--- config.mk ---
export PLATFORM = sky130hd
export DESIGN_NAME = multicycle_control
export DESIGN_NICKNAME = d
export VERILOG_FILES = /design/src/rtl/ctrl_defs.sv /design/src/rtl/control_state_decode.sv /design/src/rtl/multicycle_control.sv
export SDC_FILE = /design/constraint.sdc
export NUM_CORES = 1
export LEC_CHECK = 0
export ABC_AREA = 1
export CAP_MARGIN = 5
export CORE_UTILIZATION = 32
export DETAILED_ROUTE_END_ITERATION = 12
export PLACE_DENSITY = 0.74
export SLEW_MARGIN = 20
export SYNTH_ARGS = -nofsm -noshare
export SYNTH_HDL_FRONTEND = slang
export SYNTH_SLANG_ARGS = --single-unit
export TNS_END_PERCENT = 50
--- constraint.sdc ---
create_clock -name clk -period 1 [get_ports clk]
set_input_delay 0.15 -clock clk [delete_from_list [all_inputs] [get_ports clk]]
set_output_delay 0.15 -clock clk [all_outputs]
set_load 0.1 [all_outputs]
--- src/rtl/ctrl_defs.sv ---
// Shared definitions for the multi-cycle MIPS control unit: ALU commands,
// opcode constants, state encodings and the control-word layout.
package ctrl_defs;

  // ALU commands understood by the ALU control decoder
  localparam logic [2:0] ALUOp_CMD_ADD   = 3'b000;
  localparam logic [2:0] ALUOp_CMD_SUB   = 3'b001;
  localparam logic [2:0] ALUOp_CMD_RTYPE = 3'b010;

  // Supported instruction opcodes (IR[31:26])
  localparam logic [5:0] OP_RTYPE = 6'b000000;
  localparam logic [5:0] OP_LW    = 6'b100011;
  localparam logic [5:0] OP_SW    = 6'b101011;
  localparam logic [5:0] OP_BEQ   = 6'b000100;
  localparam logic [5:0] OP_J     = 6'b000010;
  localparam logic [5:0] OP_ADDI  = 6'b001000;

  typedef enum logic [3:0] {
    ST_INIT     = 4'd0,
    ST_IF       = 4'd1,
    ST_ID       = 4'd2,
    ST_MEM_ADDR = 4'd3,
    ST_MEM_RD   = 4'd4,
    ST_MEM_WB   = 4'd5,
    ST_MEM_WR   = 4'd6,
    ST_EX_R     = 4'd7,
    ST_R_WB     = 4'd8,
    ST_EX_I     = 4'd9,
    ST_I_WB     = 4'd10,
    ST_EX_BEQ   = 4'd11,
    ST_EX_J     = 4'd12
  } state_t;

  // Per-state datapath control word (before mem_ready gating)
  typedef struct packed {
    logic       pc_write;
    logic       pc_write_cond;
    logic       i_or_d;
    logic       mem_read;
    logic       mem_write;
    logic       ir_write;
    logic       mem_to_reg;
    logic       reg_dst;
    logic       reg_write;
    logic       alu_src_a;
    logic [1:0] alu_src_b;
    logic [1:0] pc_source;
    logic [2:0] aluop;
  } ctrl_word_t;

  // True for every opcode the datapath can execute
  function automatic logic op_supported(input logic [5:0] op);
    case (op)
      OP_RTYPE, OP_LW, OP_SW, OP_BEQ, OP_J, OP_ADDI: return 1'b1;
      default:                                       return 1'b0;
    endcase
  endfunction

endpackage

--- src/rtl/control_state_decode.sv ---
// Combinational decoder from the FSM state to the datapath control word.
// Anything not set explicitly for a state is left at zero.
module control_state_decode
  import ctrl_defs::*;
(
  input  state_t     state,
  output ctrl_word_t cw
);

  // One control word per state; INIT and unused encodings produce all zeros
  always_comb begin
    cw = '0;
    case (state)
      ST_IF: begin
        cw.mem_read  = 1'b1;
        cw.alu_src_a = 1'b0;
        cw.alu_src_b = 2'b01;
        cw.aluop     = ALUOp_CMD_ADD;
        cw.ir_write  = 1'b1;
        cw.pc_write  = 1'b1;
      end
      ST_ID: begin
        cw.alu_src_a = 1'b0;
        cw.alu_src_b = 2'b11;
        cw.aluop     = ALUOp_CMD_ADD;
      end
      ST_MEM_ADDR: begin
        cw.alu_src_a = 1'b1;
        cw.alu_src_b = 2'b10;
        cw.aluop     = ALUOp_CMD_ADD;
      end
      ST_MEM_RD: begin
        cw.i_or_d   = 1'b1;
        cw.mem_read = 1'b1;
      end
      ST_MEM_WB: begin
        cw.reg_dst    = 1'b0;
        cw.mem_to_reg = 1'b1;
        cw.reg_write  = 1'b1;
      end
      ST_MEM_WR: begin
        cw.i_or_d    = 1'b1;
        cw.mem_write = 1'b1;
      end
      ST_EX_R: begin
        cw.alu_src_a = 1'b1;
        cw.alu_src_b = 2'b00;
        cw.aluop     = ALUOp_CMD_RTYPE;
      end
      ST_R_WB: begin
        cw.reg_dst    = 1'b1;
        cw.mem_to_reg = 1'b0;
        cw.reg_write  = 1'b1;
      end
      ST_EX_I: begin
        cw.alu_src_a = 1'b1;
        cw.alu_src_b = 2'b10;
        cw.aluop     = ALUOp_CMD_ADD;
      end
      ST_I_WB: begin
        cw.reg_dst    = 1'b0;
        cw.mem_to_reg = 1'b0;
        cw.reg_write  = 1'b1;
      end
      ST_EX_BEQ: begin
        cw.alu_src_a     = 1'b1;
        cw.alu_src_b     = 2'b00;
        cw.aluop         = ALUOp_CMD_SUB;
        cw.pc_write_cond = 1'b1;
        cw.pc_source     = 2'b01;
      end
      ST_EX_J: begin
        cw.pc_write  = 1'b1;
        cw.pc_source = 2'b10;
      end
      default: cw = '0;
    endcase
  end

endmodule

--- src/rtl/multicycle_control.sv ---
// Main control FSM for the multi-cycle MIPS datapath. Holds the state
// register and next-state logic; outputs are decoded from the state, with
// only IF's ir_write/pc_write gated by mem_ready and the ID illegal pulse
// depending on the opcode.
module multicycle_control
  import ctrl_defs::*;
#(
  parameter int OPCODE_W = 6,
  parameter int ALUOP_W  = 3
) (
  input  logic                clk,
  input  logic                rst_n,
  input  logic [OPCODE_W-1:0] opcode,
  input  logic                mem_ready,
  output logic                pc_write,
  output logic                pc_write_cond,
  output logic                i_or_d,
  output logic                mem_read,
  output logic                mem_write,
  output logic                ir_write,
  output logic                mem_to_reg,
  output logic                reg_dst,
  output logic                reg_write,
  output logic                alu_src_a,
  output logic [1:0]          alu_src_b,
  output logic [1:0]          pc_source,
  output logic [ALUOP_W-1:0]  aluop,
  output logic                illegal,
  output logic [3:0]          state
);

  state_t     state_q;
  ctrl_word_t cw;
  logic [5:0] op;

  assign op = 6'(opcode);

  // State register and next-state selection; reset abandons any instruction
  always_ff @(posedge clk or negedge rst_n) begin
    if (!rst_n) begin
      state_q <= ST_INIT;
    end else begin
      case (state_q)
        ST_INIT: state_q <= ST_IF;
        ST_IF:   if (mem_ready) state_q <= ST_ID;
        ST_ID: begin
          case (op)
            OP_LW, OP_SW: state_q <= ST_MEM_ADDR;
            OP_RTYPE:     state_q <= ST_EX_R;
            OP_ADDI:      state_q <= ST_EX_I;
            OP_BEQ:       state_q <= ST_EX_BEQ;
            OP_J:         state_q <= ST_EX_J;
            default:      state_q <= ST_IF;
          endcase
        end
        ST_MEM_ADDR: state_q <= (op == OP_LW) ? ST_MEM_RD : ST_MEM_WR;
        ST_MEM_RD:   if (mem_ready) state_q <= ST_MEM_WB;
        ST_MEM_WB:   state_q <= ST_IF;
        ST_MEM_WR:   if (mem_ready) state_q <= ST_IF;
        ST_EX_R:     state_q <= ST_R_WB;
        ST_R_WB:     state_q <= ST_IF;
        ST_EX_I:     state_q <= ST_I_WB;
        ST_I_WB:     state_q <= ST_IF;
        ST_EX_BEQ:   state_q <= ST_IF;
        ST_EX_J:     state_q <= ST_IF;
        default:     state_q <= ST_INIT;
      endcase
    end
  end

  control_state_decode u_decode (
    .state (state_q),
    .cw    (cw)
  );

  // IF only commits the fetch (IR load + PC increment) once memory is ready
  assign ir_write      = cw.ir_write & mem_ready;
  assign pc_write      = cw.pc_write & (mem_ready | (state_q != ST_IF));
  assign pc_write_cond = cw.pc_write_cond;
  assign i_or_d        = cw.i_or_d;
  assign mem_read      = cw.mem_read;
  assign mem_write     = cw.mem_write;
  assign mem_to_reg    = cw.mem_to_reg;
  assign reg_dst       = cw.reg_dst;
  assign reg_write     = cw.reg_write;
  assign alu_src_a     = cw.alu_src_a;
  assign alu_src_b     = cw.alu_src_b;
  assign pc_source     = cw.pc_source;
  assign aluop         = ALUOP_W'(cw.aluop);
  assign illegal       = (state_q == ST_ID) && !op_supported(op);
  assign state         = state_q;

endmodule
==> out/results.env, run 1 <==
STATUS='aborted with a tool error'
FAILED_STAGE='4_1_cts'
FLOW.FIRST_ERROR='[ERROR DPL-0038] Utilization greater than 100%, impossible to legalize'
CTS_BUFFERS=3
SYNTHESIS.INSTANCES=86
SYNTH_ENABLE_FLOP_CELLS=0
PLACEMENT.IO_BUFFERS=29
DIE_HEIGHT_UM=41.60
SYNTH_SEQ_CELLS=4
POSTCTSSETUPBUFFERS=3
YOSYS_WARNINGS=0
ASYNC_RESET_FF_SHARE_PCT=100.0
PRECTSSETUPSLACK_NS=-0.6555
POST_CTS_RESIZED=17
DOMINANTREGCELLSYNTH='sky130_fd_sc_hd__dfrtp_1'
PART_OF_THE_YOSYS_AREA_USED_FOR_SEQUENTIAL_ELEMENTS_PCT=19.95
H-TREE-DEPTH=1
SYNTH.AVG_CELL_AREA_UM2=5.834
FINAL_WEIGHTED_CONGESTION_IN_ROUTABILITY_DRIVEN_PLACEMENT=0.8670
CTS_ROOT_BUF='sky130_fd_sc_hd__clkbuf_4'
CLK_PATH_BUF_DEPTH=2
INITIAL_UTILIZATION_PCT=36.29
DESIGN.PORTCOUNT=31
NUMBER_OF_CLOCK_SINKS=4
SYNTH.DISTINCT_CELLS=23
SYN-NUM-NETS=95
PLACE.DETAILED.INSTANCES=155
CTS.HOLD.BUFFERS_ADDED=0
SYNTH_AREA_UM2=501.7
DP.FINAL_HPWL_MM=2.483
CORE.ROWCOUNT=13
FLOORPLAN.DIE.WIDTH_UM=41.60
[cell families after synthesis]
group	count (synthesis)	share of synthesized area, %
DFF	4	19.95
and+or+nand+nor	57	54.87
AOI/OAI and AO/OA	10	10.97
buffers and inverters	14	13.47
other	1	0.7474
[stage by stage]
stage	utilization [%]	instance area [um2]	TNS (ns)
after global placement	96.83	1339	-7.036
after detailed placement	96.83	1339	-8.741
after floorplan	-	664.4	-18.53
[synth_stat cells (2+ instances only)]
library cell              count  share of area [%]
sky130_fd_sc_hd__o21ai_0      3                3.0
sky130_fd_sc_hd__a21oi_1      3                3.0
sky130_fd_sc_hd__inv_1        6                4.5
sky130_fd_sc_hd__nand3_1      8                8.0
sky130_fd_sc_hd__nor2_1      16                 12
sky130_fd_sc_hd__dfrtp_1      4                 20
sky130_fd_sc_hd__nor3_1       2                2.0
sky130_fd_sc_hd__o21ai_1      2                2.0
sky130_fd_sc_hd__nor2_2       2                2.5
sky130_fd_sc_hd__inv_2        4                3.0
sky130_fd_sc_hd__buf_4        4                6.0
sky130_fd_sc_hd__nand2_1     21                 16
==> inputs of run 2 (changes only) <==
--- a/config.mk
+++ b/config.mk
@@ -7,9 +7,10 @@
 export LEC_CHECK = 0
 export ABC_AREA = 1
 export CAP_MARGIN = 5
-export CORE_UTILIZATION = 32
+export CORE_AREA = 2 2 63 65
 export DETAILED_ROUTE_END_ITERATION = 12
-export PLACE_DENSITY = 0.74
+export DIE_AREA = 0 0 65 67
+export PLACE_DENSITY_LB_ADDON = 0.15
 export SLEW_MARGIN = 20
 export SYNTH_ARGS = -nofsm -noshare
 export SYNTH_HDL_FRONTEND = slang
==> constraint.sdc (replaced) <==
create_clock -name clk -period 1.3 [get_ports clk]
set_input_delay 0.195 -clock clk [delete_from_list [all_inputs] [get_ports clk]]
set_output_delay 0.195 -clock clk [all_outputs]
set_load 0.1 [all_outputs]
==> run 2 against run 1 <==
  * The flow now finishes, with violations (setup timing)
  * Synthesized cell count is the same
  * Area after synthesis is the same
==> out/results.env, run 2 <==
STATUS='finished, violations left'
VIOLATIONS='setup timing'
MAX_STAGE_DELAY_NS=0.53
SYNTH_AREA_UM2=501.7  # unchanged
HOLD_VIOLATIONS=0
YS_TOP_CELLS_BY_COUNT='21 x sky130_fd_sc_hd__nand2_1, 16 x sky130_fd_sc_hd__nor2_1, 8 x sky130_fd_sc_hd__nand3_1, 6 x sky130_fd_sc_hd__inv_1'
GRT_FIRST_PASS_WIRELENGTH_MM=3.153
YOSYS_WARNINGS=0  # unchanged
REMAINING_DRC_ERRORS=0
PRECTSSETUPSLACK_NS=-0.3534  # +0.3021 ns
FMAX_MHz=589.9
DRTANTENNAVIOLNETS=0
CRITICAL_PATH_SINK_TYPE='output port'
N_ANTENNA_CELL=0
GRT_USE_TOTAL_PCT=9.127
WORSTREG2REGEND='state[2]$_DFFE_PN0P_'
R2R.WORST_PATH.CELLS=10
SETUP.WORST_PATH.START_CLASS='input port'
H-TREE-DEPTH=1  # unchanged
SETUP_WS_NS=-0.3953
LAYOUT_COMMON_CELLS='29 x sky130_fd_sc_hd__buf_4, 21 x sky130_fd_sc_hd__buf_12, 16 x sky130_fd_sc_hd__nand2_1'
SETUP_REPAIR_AFTER_GLOBAL_ROUTING_MISSED_ITS_MARGIN='yes'
CRITICAL_PATH_ARRIVAL_NS=1.50
CP.REQUIRED_NS=1.11
NETLIST.AREA_LEADER.SHARE_PCT=19.95  # unchanged
CTS_BUFFERS=3  # unchanged
SYNTH_ENABLE_FLOP_CELLS=0  # unchanged
PERIOD_SHARE_PCT=130.4
SYNTH_TOP_AREA_CELL='sky130_fd_sc_hd__dfrtp_1'
GRT_MAX_DEGREE=9
INITIAL_UTILIZATION_PCT=13.91  # -22 points
FIN_UTIL_PCT=44.03
LAYOUT.AREA.SEQ_UM2=115.1
DESIGN.FINAL.NETS=159
FINAL_WEIGHTED_CONGESTION_IN_ROUTABILITY_DRIVEN_PLACEMENT=0.7440  # -14%
SETUP_VIOL=20
RR_STARTPOINT='state[2]$_DFFE_PN0P_'
WORST_PATH_CELL_WITH_THE_LONGEST_STAGE_DELAY='sky130_fd_sc_hd__clkdlybuf4s50_1'
CTS_ROOT_BUF='sky130_fd_sc_hd__clkbuf_8'
SYN-NUM-NETS=95  # unchanged
DRT_WL_TOTAL_MM=1.969
FIN_HOLD_WS_NS=0.1805
FLOORPLAN.DIE.WIDTH_UM=65  # +56%
SYNTH.AVG_CELL_AREA_UM2=5.834  # unchanged
FIRST_GLOBAL_VIAS=749
LAYOUT.FILLER_CELLS=351
WORSTPATHCELLLIST='clkdlybuf4s50_1 > nor2_1 > and2_1 > nand3_1 > nor3b_4 > buf_12'
SYNTH_SEQ_CELLS=4  # unchanged
ASYNC_RESET_FF_SHARE_PCT=100.0  # unchanged
MIN_PERIOD_NS=1.695
POST_DRT_WL_PER_CELL_UM=10.05
SYN_TO_FINAL_GROWTH_PCT=216.5
SYNTHESIS.INSTANCES=86  # unchanged
CLKSLEWWORSTSETUPHOLDPATHS_NS=0.03
DESIGN.DIE.AREA_UM2=4355
FINAL-MAX-SLEW-VIOLATION-COUNT=0
POST_SYNTH_MAIN_AREA_CONTRIBUTORS='sky130_fd_sc_hd__dfrtp_1 20%, sky130_fd_sc_hd__nand2_1 16%, sky130_fd_sc_hd__nor2_1 12%'
MAX_CAP_VIOL_COUNT=0
MULTI_INPUT_AREA_UM2=539.3
DIE_HEIGHT_UM=67  # +61%
LARGEST_REG_FLOPS=4
DR_TOTAL_VIAS=760
PLACE.DETAILED.INSTANCES=187  # +21%
INSERTION_DELAY_NS=0.21
SYNTH_MOST_COMMON_CELL='sky130_fd_sc_hd__nand2_1'
PART_OF_THE_YOSYS_AREA_USED_FOR_SEQUENTIAL_ELEMENTS_PCT=19.95  # unchanged
GRT_ANTENNA_BEFORE_REPAIR=0
REGTOREGSETUPSLACK_NS=-0.16
DRTPASS1ITERATIONS=4
SYNTH.DISTINCT_CELLS=23  # unchanged
TIMING.CRITICAL_PATH.FANOUT_MAX=3
VIAS_PER_CELL=3.878
DRT_ITER0_MARKERS=22
LAYOUT-DRIVE-GT1-SHARE_PCT=64.19
DOMINANTREGCELLSYNTH='sky130_fd_sc_hd__dfrtp_1'
FINAL_COMMON_CELL='sky130_fd_sc_hd__buf_4'
CTS_TREE='done'
CORE.ROWCOUNT=22  # +9
PLACEMENT.IO_BUFFERS=29  # unchanged
GRT_REMAINING_OVERFLOW=0
CORE_AREA_UM2=3606
TIMING_WORST_SETUP_PATH_TYPE='in -> out'
NUMBER_OF_CLOCK_SINKS=4  # unchanged
FINISH.CELL_COUNT_WITHOUT_FILLERS=196
CLK_PATH_BUF_DEPTH=2  # unchanged
DP.FINAL_HPWL_MM=1.692  # -32%
DESIGN.PORTCOUNT=31  # unchanged
MIN_PATH_TYPE='in -> async'
FINCLKSKEW_NS=0.001587
run 2: cell counts after synthesis:
No cell type changed its count.
run 2: area by class of cell:
class                           instances  area share, %
Sequential cell                         4          7.250
Clock buffer                            3          2.600
Inverter                               10          3.625
Tap cell                               48          3.783
Multi-Input combinational cell         68          33.96
Timing Repair Buffer                   63          48.78
run 2: worst max-delay path: cells and delay by family:
family	cells	cell delay, ns
buf+inv	2	0.73
simple gates	4	0.58
run 2: cell families (layout without fill, tap and decap cells):
logic type,Yosys count,count (layout),share of synthesized area (%)
simple gates,57,57,54.87
buf+inv,14,76,13.47
compound gates,10,10,10.97
flops,4,4,19.95
other cells,1,1,0.7474
run 2: worst max path at each step:
stage	slack, ns	startpoint	cells after the start	endpoint
5_1_grt	-0.45	state[2]$_DFFE_PN0P_	8	pc_write
4_1_cts	-0.41	state[3]$_DFFE_PN0P_	6	illegal
3_5_place_dp	-0.35	opcode[0]	6	illegal
2_1_floorplan	-1.10	state[0]$_DFFE_PN0P_	5	pc_write
3_3_place_gp	-0.36	opcode[0]	6	illegal
6_report	-0.40	opcode[0]	6	illegal
run 2: metal layers:
metal | routed length, um | up-vias | GRT usage [%]
met5 | 0 | - | 0
li1 | - | 396 | -
met4 | 0 | 0 | 1.596
met3 | 76 | 0 | 2.196
met1 | 798 | 349 | 10.41
met2 | 1095 | 15 | 17.27
run 2: metrics by stage:
stage               setup TNS [ns]  cell area [um2]
finish                      -5.428             1588
global route                -6.621             1588
CTS                         -5.637             1450
detailed placement          -2.566             1363
global placement            -2.385             1363
floorplan                   -13.89            654.4
run 2: repair_timing:
| action | CTS | global route |
|---|---|---|
| setup buffers | 2 | 4 |
| setup endpoints to repair | 21 | 22 |
| pin swaps | 3 | 9 |
| resized for setup | 6 | 23 |
| hold buffers | 0 | 0 |
Power of run 2 is left out: the tool's default activity adds up to more than one toggle a clock period on the data nets, which glitch-free logic cannot reach.
==> inputs of run 3 (changes only) <==
--- a/config.mk
+++ b/config.mk
@@ -8,6 +8,7 @@
 export ABC_AREA = 1
 export CAP_MARGIN = 5
 export CORE_AREA = 2 2 63 65
+export CTS_BUF_LIST = sky130_fd_sc_hd__clkbuf_2
 export DETAILED_ROUTE_END_ITERATION = 12
 export DIE_AREA = 0 0 65 67
 export PLACE_DENSITY_LB_ADDON = 0.15
==> run 3 against run 2 <==
  * The run still ends with setup timing left
  * Design area is 3.5% lower
  * Register-to-register slack hardly changed
  * Largest cell class unchanged
  * Count of clock-buffer cells in the layout stayed put
  * Critical path depth stayed put
  * Sequential share of layout area is 0.27 points higher
  * Via count is 1.1% lower
  * Clock skew hardly changed
  * Non-clock buffer count stayed put
  * Die area stayed put
  * Global-route usage stayed put
  * Routed wire length is 2.2% higher
==> out/results.env, run 3 (same netlist as run 2, synthesis figures left out) <==
CLK_PATH_BUF_DEPTH=2  # unchanged
DRT_WL_TOTAL_MM=2.013  # +2.2%
LAYOUT_COMMON_CELLS='30 x sky130_fd_sc_hd__buf_4, 21 x sky130_fd_sc_hd__buf_12, 16 x sky130_fd_sc_hd__nand2_1'
REGTOREGSETUPSLACK_NS=-0.15  # about the same
SETUP_VIOL=20  # unchanged
WORSTPATHCELLLIST='clkdlybuf4s50_1 > nor2_1 > and2_1 > nand3_1 > nor3b_4 > buf_12'
REMAINING_DRC_ERRORS=0  # unchanged
TIMING.CRITICAL_PATH.FANOUT_MAX=3  # unchanged
FINAL-MAX-SLEW-VIOLATION-COUNT=0  # unchanged
CP.REQUIRED_NS=1.11  # about the same
FINAL_AREA_UM2=1531  # -3.5%
MIN_PATH_TYPE='in -> async'
FLOORPLAN.DIE.WIDTH_UM=65  # unchanged
FINCLKSKEW_NS=0.001983  # +0.0003967 ns
FMAX_MHz=589.3  # about the same
FIRST_GLOBAL_VIAS=747  # -0.27%
FINAL.SETUP.TNS_NS=-5.318  # +0.1100 ns
FINAL_COMMON_CELL='sky130_fd_sc_hd__buf_4'
DP.FINAL_HPWL_MM=1.692  # unchanged
CRITICAL_PATH_SINK_TYPE='output port'
CP_TOP_FAMILY='buffers and inverters'
DRT_ITER0_MARKERS=12  # -45%
DIE_HEIGHT_UM=67  # unchanged
TIMING_WORST_SETUP_PATH_TYPE='in -> out'
N_ANTENNA_CELL=0  # unchanged
SETUP.WORST_PATH.START_CLASS='input port'
RR_STARTPOINT='state[2]$_DFFE_PN0P_'
DRTPASS1ITERATIONS=3  # -1
VIAS_PER_CELL=3.837  # -1.1%
DR_TOTAL_VIAS=752  # -1.1%
MAX_CAP_VIOL_COUNT=0  # unchanged
WORST_PATH_CELL_WITH_THE_LONGEST_STAGE_DELAY='sky130_fd_sc_hd__clkdlybuf4s50_1'
STATUS='finished, violations left'
MIN_PERIOD_NS=1.697  # +0.001623 ns
INITIAL_UTILIZATION_PCT=13.91  # unchanged
VIOLATIONS='setup timing'
CLKSLEWWORSTSETUPHOLDPATHS_NS=0.04  # about the same
INSERTION_DELAY_NS=0.20  # about the same
GRT_USE_TOTAL_PCT=9.127  # unchanged
PLACEDINSTANCEAREA_UM2=1363  # unchanged
CTS_TREE='done'
PLACEMENT.IO_BUFFERS=29  # unchanged
PERIOD_SHARE_PCT=130.5  # about the same
CP.BUFFERS_INVERTERS=2  # unchanged
SETUP_WS_NS=-0.3969  # -0.001623 ns
WORSTREG2REGEND='state[2]$_DFFE_PN0P_'
GRT_REMAINING_OVERFLOW=0  # unchanged
LAYOUT-DRIVE-GT1-SHARE_PCT=63.51  # -0.68 points
GRT_ANTENNA_BEFORE_REPAIR=0  # unchanged
FINAL_WEIGHTED_CONGESTION_IN_ROUTABILITY_DRIVEN_PLACEMENT=0.7440  # unchanged
CTS_BUFFERS=3  # unchanged
SYN_TO_FINAL_GROWTH_PCT=205.2
CORE_AREA_UM2=3606  # unchanged
R2R.WORST_PATH.CELLS=10  # unchanged
H-TREE-DEPTH=1  # unchanged
CRITICAL_PATH_ARRIVAL_NS=1.50  # about the same
DRTANTENNAVIOLNETS=0  # unchanged
POST_DRT_WL_PER_CELL_UM=10.27  # +2.2%
DESIGN.FINAL.NETS=159  # unchanged
GRT_MAX_DEGREE=9  # unchanged
DESIGN.DIE.AREA_UM2=4355  # unchanged
CORE.ROWCOUNT=22  # unchanged
DESIGN.PORTCOUNT=31  # unchanged
HOLD_VIOLATIONS=0  # unchanged
MULTI_INPUT_AREA_UM2=515.5  # -4.4%
LAYOUT.AREA.SEQ_UM2=115.1  # unchanged
LAYOUT.FILLER_CELLS=370  # +5.4%
MAX_STAGE_DELAY_NS=0.53  # about the same
CTS_ROOT_BUF='sky130_fd_sc_hd__clkbuf_2'
SETUP_REPAIR_AFTER_GLOBAL_ROUTING_MISSED_ITS_MARGIN='yes'
GRT_FIRST_PASS_WIRELENGTH_MM=3.167  # +0.44%
NUMBER_OF_CLOCK_SINKS=4  # unchanged
LARGEST_REG_FLOPS=4  # unchanged
## run 3: area by class of cell
cell class | instances | share of cell area, %
clock buffers | 3 | 0.9804
inverters | 10 | 3.595
flip-flops and latches | 4 | 7.516
multi-input cells | 68 | 33.66
repair buffers | 63 | 50.33
well taps | 48 | 3.922
## run 3: metrics by stage
| step | setup WS [ns] | utilization, % | std cells | hold WS [ns] |
|---|---|---|---|---|
| floorplan | -1.102 | - | 86 | -0.1006 |
| global placement | -0.3617 | 37.79 | 187 | 0.4094 |
| detailed placement | -0.3534 | 37.79 | 187 | 0.4087 |
| CTS | -0.4107 | 39.59 | 192 | 0.1812 |
| global route | -0.4528 | 42.47 | 196 | 0.1777 |
| finish | -0.3969 | 42.47 | 196 | 0.1881 |
## run 3: worst max path at each step
stage                     endpoint  depth (start not counted)            startpoint  slack (ns)
after floorplan           pc_write                          5  state[0]$_DFFE_PN0P_       -1.10
after global placement     illegal                          6             opcode[0]       -0.36
after detailed placement   illegal                          6             opcode[0]       -0.35
after CTS                  illegal                          6  state[3]$_DFFE_PN0P_       -0.41
after global routing      pc_write                          8  state[2]$_DFFE_PN0P_       -0.45
final                      illegal                          6             opcode[0]       -0.40
## run 3: what timing repair did
item,4_1_cts,5_1_grt
setup buffers,2,4
pin swaps,3,9
setup endpoints to repair,21,21
hold buffers,0,0
gates resized for setup,7,16
## run 3: routing by layer
layer	global-route usage, %	share of wire, %	routed length [um]	vias to the layer above
met5	0	0	0	-
met4	1.596	0	0	0
met3	2.196	3.9	78	0
met2	17.27	57	1139	15
met1	10.41	39	795	346
li1	-	-	-	391
Power of run 3 is left out for the same reason.
==> patch: new RTL, config.mk and constraints of run 3 <==
Make the reset (`rst_n`) synchronous in one clocked block.
--- a/src/rtl/multicycle_control.sv
+++ b/src/rtl/multicycle_control.sv
@@ -36,7 +36,7 @@
   assign op = 6'(opcode);
 
   // State register and next-state selection; reset abandons any instruction
-  always_ff @(posedge clk or negedge rst_n) begin
+  always_ff @(posedge clk) begin
     if (!rst_n) begin
       state_q <= ST_INIT;
     end else begin
Formal check against the unedited RTL: differs if rst_n is asserted again (counterexample within 4 cycles, from zero or initial values and one cycle with rst_n low); with rst_n held inactive, the same outputs for 10 cycles.
==> patch against run 3 <==
The flow still finishes with violations (negative setup slack). Wire length rose by 1.7%. Area after synthesis fell by 2.5%. Cell count rose by 3.6%. Critical path depth fell by 1. Hold slack improved by 410 ps. First-iteration DRC count fell by 25%. Non-clock buffer count rose by 4. Worst setup slack improved by 200 ps. Count of clock-buffer cells in the layout did not move. Sequential cell count did not move. Design area rose by 4.3%.
==> patch: results (changes against run 3) <==
metric,value,unit,change
outcome,"finished, violations left",,
violations,negative setup slack,,
synth.area.top_cells,"dfxtp_1, nand2_1, nor2_1",,
cp_slowest_stage_delay,360,ps,-170 ps
dr.pass1.iters,4,,+1
finish.net_count,166,,+4.4%
synth_cell_type_count,22,,-4.3%
crit_path_top_delay_cell,dfxtp_4,,
drive_above_1_share,0.665,,+0.0294
reg2reg_depth,9,,-1
vias_per_cell,3.91,,+1.8%
worstPathMaxFanout,8,,+5
seq_area_frac_synth,0.164,,-0.0358
grt_pass1_vias,781,,+4.6%
async_reset_ff_frac,0,,-1.00
fin_skew,4.47,ps,+2.49 ps
setup_slack,-198,ps,+199 ps
setup_viol,20,,unchanged
holdWs,596,ps,+408 ps
first_iter_violations,9,,-3
dpl_cell_area,1410,µm²,+3.1%
syn_avg_cell_area,5.50,µm²,-5.8%
track_usage,0.105,,+0.0134
num_vias,793,,+5.5%
cp_data_arrival_time,1300,ps,-200 ps
reg2reg_slack,-110,ps,+40 ps
dp_hpwl,1680,µm,-0.83%
routabilityCongestion,0.730,,-1.9%
patch: cells by family (layout without fill, tap and decap cells):
group / Yosys count / in the layout / share of synthesized area
compound gates: 13 / 13 / 0.151
flops: 4 / 4 / 0.164
other cells: 1 / 1 / 0.00767
buf+inv: 15 / 81 / 0.153
simple gates: 56 / 56 / 0.524
patch: what timing repair did:
item	4_1_cts	5_1_grt
setup endpoints to repair	19	20
pin swaps	13	5
resized for setup	26	8
hold buffers	0	0
setup buffers	5	4
patch: stage by stage:
stage	utilization	TNS [ps]
finish	0.443	-2520
global route	0.443	-3910
CTS	0.425	-2590
detailed placement	0.390	-1370
global placement	0.390	-1440
floorplan	-	-10110
patch: worst paths after layout:
kind,from,to
setup reg to reg,state[1],state[2]
hold / removal,rst_n,state[2]
setup / recovery,state[3],mem_write
hold reg to reg,state[2],state[2]
patch: power groups by stage:
stage	clock (mW)	sequential (mW)	combinational, mW
finish	0.114	0.242	2.30
CTS	0.121	0.247	2.23
detailed placement	0	0.234	2.12
floorplan	0	0.391	1.21
global route	0.127	0.250	2.41
global placement	0	0.236	2.12
patch: worst reg2reg max path: stages (launching register included):
cell	delay [ps]
dfxtp_4	370
inv_6	90
nand2_4	60
nor2_4	120
buf_4	110
buf_4	90
buf_4	110
o21ai_4	60
or2_1	220
a21oi_2	110
patch: final cells by class:
cell class | count | area [µm²]
clock buffer | 3 | 15.0
fill | 343 | 2010
inverter | 11 | 66.3
multi-input combinational | 70 | 548
sequential | 4 | 95.1
tap | 48 | 60.1
timing repair buffer | 67 | 813
patch: per-layer routing:
layer,vias up,wire length [µm],global-route usage,share of wire
met5,-,0,0,0
met4,0,19,0.0479,0.0093
met3,2,92,0.0135,0.045
met2,19,1090,0.180,0.53
met1,352,845,0.129,0.41
li1,420,-,-,-
